==> src/rtl/spi_reg_responder.sv <==
// SPI register responder: command/address/data frames over an oversampled SPI link,
// with an N_REG x 8 register file, idle-timeout abort and a registered backdoor read port.
module spi_reg_responder #(
  parameter int N_REG        = 64,
  parameter int IDLE_TIMEOUT = 256
) (
  input  logic       clk,
  input  logic       rst,
  input  logic       spi_clk,
  input  logic       serial_in,
  output logic       serial_out,
  output logic       write_strobe,
  output logic [7:0] write_addr,
  output logic [7:0] write_data,
  output logic       read_active,
  output logic       frame_abort,
  input  logic [7:0] bd_addr,
  output logic [7:0] bd_data
);

  // state  | meaning
  // CMD    | receiving command byte (bit7: 1=write, 0=read)
  // ADDR   | receiving register address
  // WDATA  | receiving write data, commit on last bit
  // COUNT  | receiving read byte count
  // RDATA  | shifting read data out, serial_in ignored
  typedef enum logic [2:0] {
    ST_CMD   = 3'd0,
    ST_ADDR  = 3'd1,
    ST_WDATA = 3'd2,
    ST_COUNT = 3'd3,
    ST_RDATA = 3'd4
  } state_t;

  localparam int          AW       = (N_REG > 1) ? $clog2(N_REG) : 1;
  localparam int          TW       = (IDLE_TIMEOUT > 1) ? $clog2(IDLE_TIMEOUT) : 1;
  localparam logic [8:0]  N_REG9   = 9'(N_REG);
  localparam logic [TW-1:0] TMO_LAST = TW'(IDLE_TIMEOUT - 1);

  logic          sclk_s1_q, sclk_s2_q, sclk_s3_q;
  logic          sin_s1_q, sin_s2_q;
  state_t        state_q, state_d;
  logic [2:0]    bit_cnt_q, bit_cnt_d;
  logic [6:0]    shift_in_q, shift_in_d;
  logic          is_write_q, is_write_d;
  logic [7:0]    addr_q, addr_d;
  logic [7:0]    ptr_q, ptr_d;
  logic [7:0]    remaining_q, remaining_d;
  logic [7:0]    sout_q, sout_d;
  logic [TW-1:0] tmo_q, tmo_d;
  logic          write_strobe_q, write_strobe_d;
  logic [7:0]    write_addr_q, write_addr_d;
  logic [7:0]    write_data_q, write_data_d;
  logic          frame_abort_q, frame_abort_d;
  logic [7:0]    bd_data_q, bd_data_d;
  logic [7:0]    mem_q [N_REG];
  logic [7:0]    mem_d [N_REG];

  logic       rise, fall, tmo_active;
  logic [7:0] rx_byte, rd_byte;

  always_comb begin
    rise       = sclk_s2_q & ~sclk_s3_q;
    fall       = ~sclk_s2_q & sclk_s3_q;
    rx_byte    = {shift_in_q, sin_s2_q};
    tmo_active = (state_q != ST_CMD) || (bit_cnt_q != 3'd0);
    rd_byte    = ({1'b0, ptr_q} < N_REG9) ? mem_q[ptr_q[AW-1:0]] : 8'h00;
  end

  always_comb begin
    state_d        = state_q;
    bit_cnt_d      = bit_cnt_q;
    shift_in_d     = shift_in_q;
    is_write_d     = is_write_q;
    addr_d         = addr_q;
    ptr_d          = ptr_q;
    remaining_d    = remaining_q;
    sout_d         = sout_q;
    tmo_d          = tmo_q;
    write_strobe_d = 1'b0;
    write_addr_d   = write_addr_q;
    write_data_d   = write_data_q;
    frame_abort_d  = 1'b0;
    mem_d          = mem_q;
    bd_data_d      = ({1'b0, bd_addr} < N_REG9) ? mem_q[bd_addr[AW-1:0]] : 8'h00;

    // Any edge restarts the idle window, so a rise always wins over a timeout.
    if (rise || fall) begin
      tmo_d = '0;
    end else if (tmo_active) begin
      if (tmo_q == TMO_LAST) begin
        tmo_d         = '0;
        frame_abort_d = 1'b1;
        bit_cnt_d     = 3'd0;
        state_d       = ST_CMD;
        sout_d        = 8'h00;
      end else begin
        tmo_d = tmo_q + TW'(1);
      end
    end

    if (rise) begin
      bit_cnt_d  = bit_cnt_q + 3'd1;
      shift_in_d = rx_byte[6:0];
      if (bit_cnt_q == 3'd7) begin
        case (state_q)
          ST_CMD: begin
            is_write_d = rx_byte[7];
            state_d    = ST_ADDR;
          end
          ST_ADDR: begin
            addr_d  = rx_byte;
            state_d = is_write_q ? ST_WDATA : ST_COUNT;
          end
          ST_WDATA: begin
            if ({1'b0, addr_q} < N_REG9) begin
              mem_d[addr_q[AW-1:0]] = rx_byte;
            end
            write_strobe_d = 1'b1;
            write_addr_d   = addr_q;
            write_data_d   = rx_byte;
            state_d        = ST_CMD;
          end
          ST_COUNT: begin
            if (rx_byte == 8'h00) begin
              state_d = ST_CMD;
            end else begin
              ptr_d       = addr_q;
              remaining_d = rx_byte;
              sout_d      = 8'h00;
              state_d     = ST_RDATA;
            end
          end
          ST_RDATA: begin
            ptr_d       = ptr_q + 8'd1;
            remaining_d = remaining_q - 8'd1;
            if (remaining_q == 8'd1) begin
              sout_d  = 8'h00;
              state_d = ST_CMD;
            end
          end
          default: state_d = ST_CMD;
        endcase
      end
    end

    if (fall && (state_q == ST_RDATA)) begin
      sout_d = (bit_cnt_q == 3'd0) ? rd_byte : {sout_q[6:0], 1'b0};
    end
  end

  always_ff @(posedge clk) begin
    if (rst) begin
      sclk_s1_q      <= 1'b0;
      sclk_s2_q      <= 1'b0;
      sclk_s3_q      <= 1'b0;
      sin_s1_q       <= 1'b0;
      sin_s2_q       <= 1'b0;
      state_q        <= ST_CMD;
      bit_cnt_q      <= 3'd0;
      shift_in_q     <= 7'd0;
      is_write_q     <= 1'b0;
      addr_q         <= 8'h00;
      ptr_q          <= 8'h00;
      remaining_q    <= 8'h00;
      sout_q         <= 8'h00;
      tmo_q          <= '0;
      write_strobe_q <= 1'b0;
      write_addr_q   <= 8'h00;
      write_data_q   <= 8'h00;
      frame_abort_q  <= 1'b0;
      bd_data_q      <= 8'h00;
      for (int i = 0; i < N_REG; i++) begin
        mem_q[i] <= 8'h00;
      end
    end else begin
      sclk_s1_q      <= spi_clk;
      sclk_s2_q      <= sclk_s1_q;
      sclk_s3_q      <= sclk_s2_q;
      sin_s1_q       <= serial_in;
      sin_s2_q       <= sin_s1_q;
      state_q        <= state_d;
      bit_cnt_q      <= bit_cnt_d;
      shift_in_q     <= shift_in_d;
      is_write_q     <= is_write_d;
      addr_q         <= addr_d;
      ptr_q          <= ptr_d;
      remaining_q    <= remaining_d;
      sout_q         <= sout_d;
      tmo_q          <= tmo_d;
      write_strobe_q <= write_strobe_d;
      write_addr_q   <= write_addr_d;
      write_data_q   <= write_data_d;
      frame_abort_q  <= frame_abort_d;
      bd_data_q      <= bd_data_d;
      mem_q          <= mem_d;
    end
  end

  assign serial_out   = (state_q == ST_RDATA) ? sout_q[7] : 1'b0;
  assign read_active  = (state_q == ST_RDATA);
  assign write_strobe = write_strobe_q;
  assign write_addr   = write_addr_q;
  assign write_data   = write_data_q;
  assign frame_abort  = frame_abort_q;
  assign bd_data      = bd_data_q;

endmodule

==> config.mk <==
export PLATFORM = sky130hd
export DESIGN_NAME = spi_reg_responder
export DESIGN_NICKNAME = d
export VERILOG_FILES = /design/src/rtl/spi_reg_responder.sv
export SDC_FILE = /design/constraint.sdc
export NUM_CORES = 2
export LEC_CHECK = 0
export CAP_MARGIN = 20
export CORE_MARGIN = 2
export CORE_UTILIZATION = 60
export CTS_CLUSTER_SIZE = 12
export DETAILED_ROUTE_END_ITERATION = 7
export GPL_ROUTABILITY_DRIVEN = 0
export GPL_TIMING_DRIVEN = 0
export PLACE_DENSITY_LB_ADDON = 0.2
export SYNTH_ARGS = -nofsm -noshare
export SYNTH_HDL_FRONTEND = slang
export SYNTH_SLANG_ARGS = --single-unit
==> constraint.sdc <==
create_clock -name clk -period 4.5 [get_ports clk]
set_clock_uncertainty 0.15 [all_clocks]
set_input_delay 0.9 -clock clk [delete_from_list [all_inputs] [get_ports clk]]
set_output_delay 0.9 -clock clk [all_outputs]
set_load 0.02 [all_outputs]
# --- Word level (Yosys, flattened, before mapping) ---
# Cells that the tools add are included.
totals:
  output_inout_bits: 28
  regBits: 597
  wordCells: 177
  inputBits: 12
classes:
  n_addsub: 4
  n_reduce_logical: 22
  n_eq_ne: 9
  bitwise: 11
  n_lt_le_gt_ge: 7
  mux: 41
op_table:
  columns: ["cell", "n"]
  rows:
  - ["$bwmux W512", 1]
  - ["$mux W8", 18]
  - ["$bmux W8 S6", 2]
  - ["$demux W8 S6", 1]
  - ["$pmux W8 S2", 3]
  - ["$mux W3", 11]
  - ["$lt A8 B7 Y1 const B", 3]
  - ["$ge A7 B7 Y1 const B", 3]
  - ["$not A6 Y7", 3]
  - ["$add A8 B1 Y8 const B", 2]
  - ["$pmux W3 S4", 1]
  - ["$reduce_and A3 Y1", 4]
  - ["$eq A8 B1 Y1 const B", 1]
  - ["$eq A8 B8 Y1 const B", 1]
  - ["$logic_not A8 Y1", 1]
  - ["$reduce_and A4 Y1", 2]
  - ["$sub A8 B1 Y8 const B", 1]
  - ["$lt A7 B1 Y1 const B", 1]
  - ["$eq A3 B2 Y1 const B", 2]
  - ["$eq A3 B3 Y1 const B", 2]
  - ["$logic_not A3 Y1", 2]
  - ["$not A1 Y1", 6]
  - ["$reduce_bool A2 Y1", 3]
  - ["$reduce_bool A3 Y1", 2]
  - ["other kinds (9)", 18]

# --- Depth between registers and ports, before layout ---
logic_depth:
  word_depth: 9
  ltp_mapped: 13
  mapped_depth_nobuf: 8

# --- Worst setup path after synthesis ---
# No wires, ideal clock.
synth_path:
  path_kind: "input-to-reg"
  start: "in bd_addr[0]"
  end: "reg bd_data_q[3], in the netlist bd_data[3]"
  path_slack_ns: 1.298
  path_buffers: 2
  required_time_ns: 4.230
  arrival_ns: 2.932
  path_stages: 6
  path_cell_list: "clkbuf_1 buf_1 mux4_2 mux4_2 a22oi_1 nand2_1"
synth_between:
  elab_chain_len: 4
synth_lines:
  columns: ["item", "line_no", "text"]
  rows:
  - ["start, declared", "17", "input logic [7:0] bd_addr,"]
  - ["$not A6 Y7 (not written as such)", "85", "bd_data_d = ({1'b0, bd_addr} < N_REG9) ? mem_q[bd_addr[AW-1:0]] : 8'h00;"]
  - ["$bmux W8 S6", "85", null]
  - ["$mux W8 (not written as such) (2 in a row)", "85", null]
  - ["end signal, assigned", "195", "bd_data_q <= bd_data_d;"]
  - ["end, declared", "55", "logic [7:0] bd_data_q, bd_data_d;"]
# Several ways; a longest one is shown, not always the timed one. The select of a mux whose other input is x is not followed.
# A chain may end at the register's enable or synchronous reset.

# --- Final worst setup path ---
layout_path:
  start: "reg ptr_q[0]"
  end: "reg sout_q[4]"
layout_between:
  elab_chain_len: 7
layout_lines:
  columns: ["item", "line_no", "text"]
  rows:
  - ["start, declared", "47", "logic [7:0] ptr_q, ptr_d;"]
  - ["start signal, assigned", "187", "ptr_q <= ptr_d;"]
  - ["$not A6 Y7 (not written as such)", "67", "rd_byte = ({1'b0, ptr_q} < N_REG9) ? mem_q[ptr_q[AW-1:0]] : 8'h00;"]
  - ["$bmux W8 S6", "67", null]
  - ["$mux W8 (not written as such) (2 in a row)", "67", null]
  - ["$mux W8 *", "67", null]
  - ["$mux W8 *", "148", "sout_d = (bit_cnt_q == 3'd0) ? rd_byte : {sout_q[6:0], 1'b0};"]
  - ["$mux W8 *", "147", "if (fall && (state_q == ST_RDATA)) begin"]
  - ["end signal, assigned", "189", "sout_q <= sout_d;"]
  - ["end, declared", "49", "logic [7:0] sout_q, sout_d;"]
# Mark *: on every way between the ends. The rest lies on a longest branch, timed or not. The select of a mux whose other input is x is not followed.

==> results.sh <==
export IMPL_fin_area_mm2=0.0342
export IMPL_dominantRegCellSynth="dfxtp_1"
export IMPL_fin_setup_tns_ns=-0.0412
export IMPL_grt_pass1_wl_um=181000
export IMPL_drive_gt1_share_pct=16.0
export IMPL_crit_fanout=10
export IMPL_fp_row_count=82
export IMPL_vias=28000
export IMPL_ys_ff_latch=597
export IMPL_cp_startpoint="ptr_q[0]"
export IMPL_yosysWarnings=0
export IMPL_multi_input_area_mm2=0.0173
export IMPL_synthSimpleGateAreaFrac_pct=13.3
export IMPL_layout_commonest_cell="dfxtp_1"
export IMPL_worstMarginPinSlew_ns=1.37
export IMPL_synth_net_count=2985
export IMPL_crit_path_end_kind="flip-flop"
export IMPL_peakVddDrop_uv=304
export IMPL_start_util_pct=60.7
export IMPL_synth_edf_count=0
export IMPL_drt_iter0_markers=5323
export IMPL_core_mm2=0.0501
export IMPL_worst_ep_arrival_time_ns=4.94
export IMPL_wirelength_um=129000
export IMPL_dr_pass1_iters=8
export IMPL_cts_max_path_buffers=3
export IMPL_reg2reg_from="ptr_q[0]"
export IMPL_die_y_um=229
export IMPL_cts_hold_buffers_added=0
export IMPL_wire_per_inst_um=33.7
export IMPL_setup_viol=1
export IMPL_grt_usage_pct=48.3
export IMPL_final_cell_mix="597 x dfxtp_1, 591 x mux2i_1, 501 x nor2_1"
export IMPL_antenna_found_initial=6
export IMPL_placed_area_mm2=0.0318
export IMPL_drcViolationCount=123
export IMPL_cts_root_buffer="clkbuf_16"
export IMPL_p_leak_nw=14.8
export IMPL_netlist_instances=2963
export IMPL_hold_class="flip-flop to flip-flop"
export IMPL_htree_levels=3
export IMPL_fillCellCount=3865
export IMPL_synth_area_mm2=0.0304
export IMPL_post_cts_resize_count=0
export IMPL_power_density_mw_per_mm2=325
export IMPL_ios=40
export IMPL_synthAdderAreaFrac_pct=0.412
export IMPL_finalCritPeriodShare_pct=101
export IMPL_clkSinkCount=597
export IMPL_hpwl_um=89100
export IMPL_worstHoldStart="write_data[5]"
export IMPL_io_buffers=35
export IMPL_vias_per_cell=7.35
export IMPL_cp_slowest_stage_delay_ns=0.88
export IMPL_fin_crit_ns=4.54
export IMPL_synth_xor_area_share_pct=0.202
export IMPL_final_nets=3113
export IMPL_cts_tree="built"
export IMPL_worstSkewPairLatency_ns=0.65
export IMPL_cp_slowest_cell="nor4_1"
export IMPL_pre_cts_slack_ns=0.252
export IMPL_fmax_mhz=220
export IMPL_setup_ws_ns=-0.0412
export IMPL_synthArstFlopShare_pct=0
export IMPL_grt_max_degree=13
export IMPL_register_area_mm2=0.0120
export IMPL_critPathLaunchType="flip-flop"
export IMPL_clkTransAtPathRegs_ns=0.06
export IMPL_muxShareOfSynthArea_pct=36.5
export IMPL_maxSlewHeadroom_pct=8.39
export IMPL_syn_area_per_cell_um2=10.3
export IMPL_grt_pass1_vias=26300
export IMPL_finalHoldViolations=0
export IMPL_die_area_mm2=0.0525
export IMPL_cap_violations=0
export IMPL_areaGrowthSynthToFinish_pct=12.3
export IMPL_synth_top_family_by_area="multiplexers"
export IMPL_synth_cell_types=62
export IMPL_rsz0062_at_grt="no"
export IMPL_cts_buffers=66
export IMPL_worstPathRequired_ns=4.90
export IMPL_ant_nets=0
export IMPL_final_max_slew_viol_count=0
export IMPL_crit_chain="buf_4, buf_4, buf_2, buf_2, mux2i_1, a22oi_1, a21oi_1, nor4_1, nor2_1, o31ai_1"
export IMPL_overflow=0
export IMPL_status="finished with violations"
export IMPL_die_w_um=229
export IMPL_cts_setup_buffers=0
export IMPL_critPathKind="flip-flop to flip-flop"
export IMPL_ys_seq_area_share_pct=39.3
export IMPL_violations="design-rule violations, negative setup slack"
export IMPL_synth_compound_area_share_pct=6.54
[metal layers]
metal  vias to the layer above  GRT usage [%]  part of all wire, %
met5                         -          0.184                0.031
met4                         4           37.1                   11
met3                       910           26.0                   18
met2                      2797           65.2                   39
met1                     13300           57.1                   33
li1                      11000              -                    -
[Yosys cell counts, types with 7 or more instances]
cell type	instances	share of area (%)
a22oi_1	83	2.0
nand2_2	63	1.3
buf_2	41	0.67
inv_1	13	0.16
nor2b_1	15	0.31
dfxtp_1	597	39
o21ai_0	34	0.56
mux4_2	209	15
nand3_1	89	1.5
a21oi_1	135	2.2
buf_1	26	0.32
nand2b_1	13	0.27
nor2_1	501	6.2
and3_1	8	0.16
ha_1	10	0.41
nor4_1	7	0.14
mux2_2	41	1.5
nor3_1	11	0.18
o22ai_1	13	0.27
a211oi_1	14	0.35
nand2_1	157	1.9
clkbuf_1	192	2.4
mux2i_1	591	19
[cells by family (layout without fill, tap and decap cells)]
group           Yosys count  count (layout)
compound gates          318             318
flops                   597             597
fa+ha+maj                10              10
simple gates            908             908
xor+xnor                  7               7
mux                     841             841
other cells               0               7
buf+inv                 282             453
[worst paths after layout]
path	end	cells past startpoint	slack, ns
max	sout_q[4]	10	-0.04
min	write_data[5]	2	0.31
max reg2reg	sout_q[4]	10	-0.04
min reg2reg	write_data[5]	2	0.31
[metrics by stage]
stage | cells | power (mW) | util, % | hold slack (ns)
after floorplan | 2963 | 5.62 | - | 0.264
after global placement | 3670 | 5.76 | 63.1 | 0.281
after detailed placement | 3685 | 5.78 | 63.6 | 0.298
after CTS | 3796 | 11.0 | 67.8 | 0.305
after global routing | 3807 | 11.3 | 68.2 | 0.322
final | 3813 | 11.1 | 68.2 | 0.305
[worst max-delay path, delay by kind of cell (launching register included)]
kind / cells / cell delay, ns
buffers and inverters: 4 / 1.99
DFF: 1 / 0.34
AOI/OAI and AO/OA: 3 / 0.73
and+or+nand+nor: 2 / 0.98
muxes: 1 / 0.20
[where the power goes]
part / leakage (nW) / internal [mW] / switching [mW]
clock network: 1.04 / 3.13 / 2.29
registers: 4.81 / 5.29 / 0.00176
logic: 8.97 / 0.106 / 0.306
[cell type report]
cell class	count	area share (%)
Multi-Input combinational cell	2084	50.7
Buffer	267	3.21
Clock inverter	8	0.139
Antenna cell	7	0.0513
Clock buffer	103	6.02
Timing Repair Buffer	60	2.25
Sequential cell	597	35.0
Tap cell	672	2.46
Inverter	15	0.165
[state kept, by name, summed over array words and instances (netlist names)]
| register | flops |
|---|---|
| sclk_s2_q | 1 |
| bd_data | 8 |
| state_q | 3 |
| sclk_s3_q | 1 |
| sout_q | 8 |
| write_addr | 8 |
| shift_in_q | 7 |
| write_strobe | 1 |
| tmo_q | 8 |
| frame_abort | 1 |
| bit_cnt_q | 3 |
| sin_s2_q | 1 |
| mem_q | 512 |
| write_data | 8 |
| ptr_q | 8 |
| is_write_q | 1 |
| sclk_s1_q | 1 |
| remaining_q | 8 |
| addr_q | 8 |
| sin_s1_q | 1 |
(Power assumes the default switching activity.)
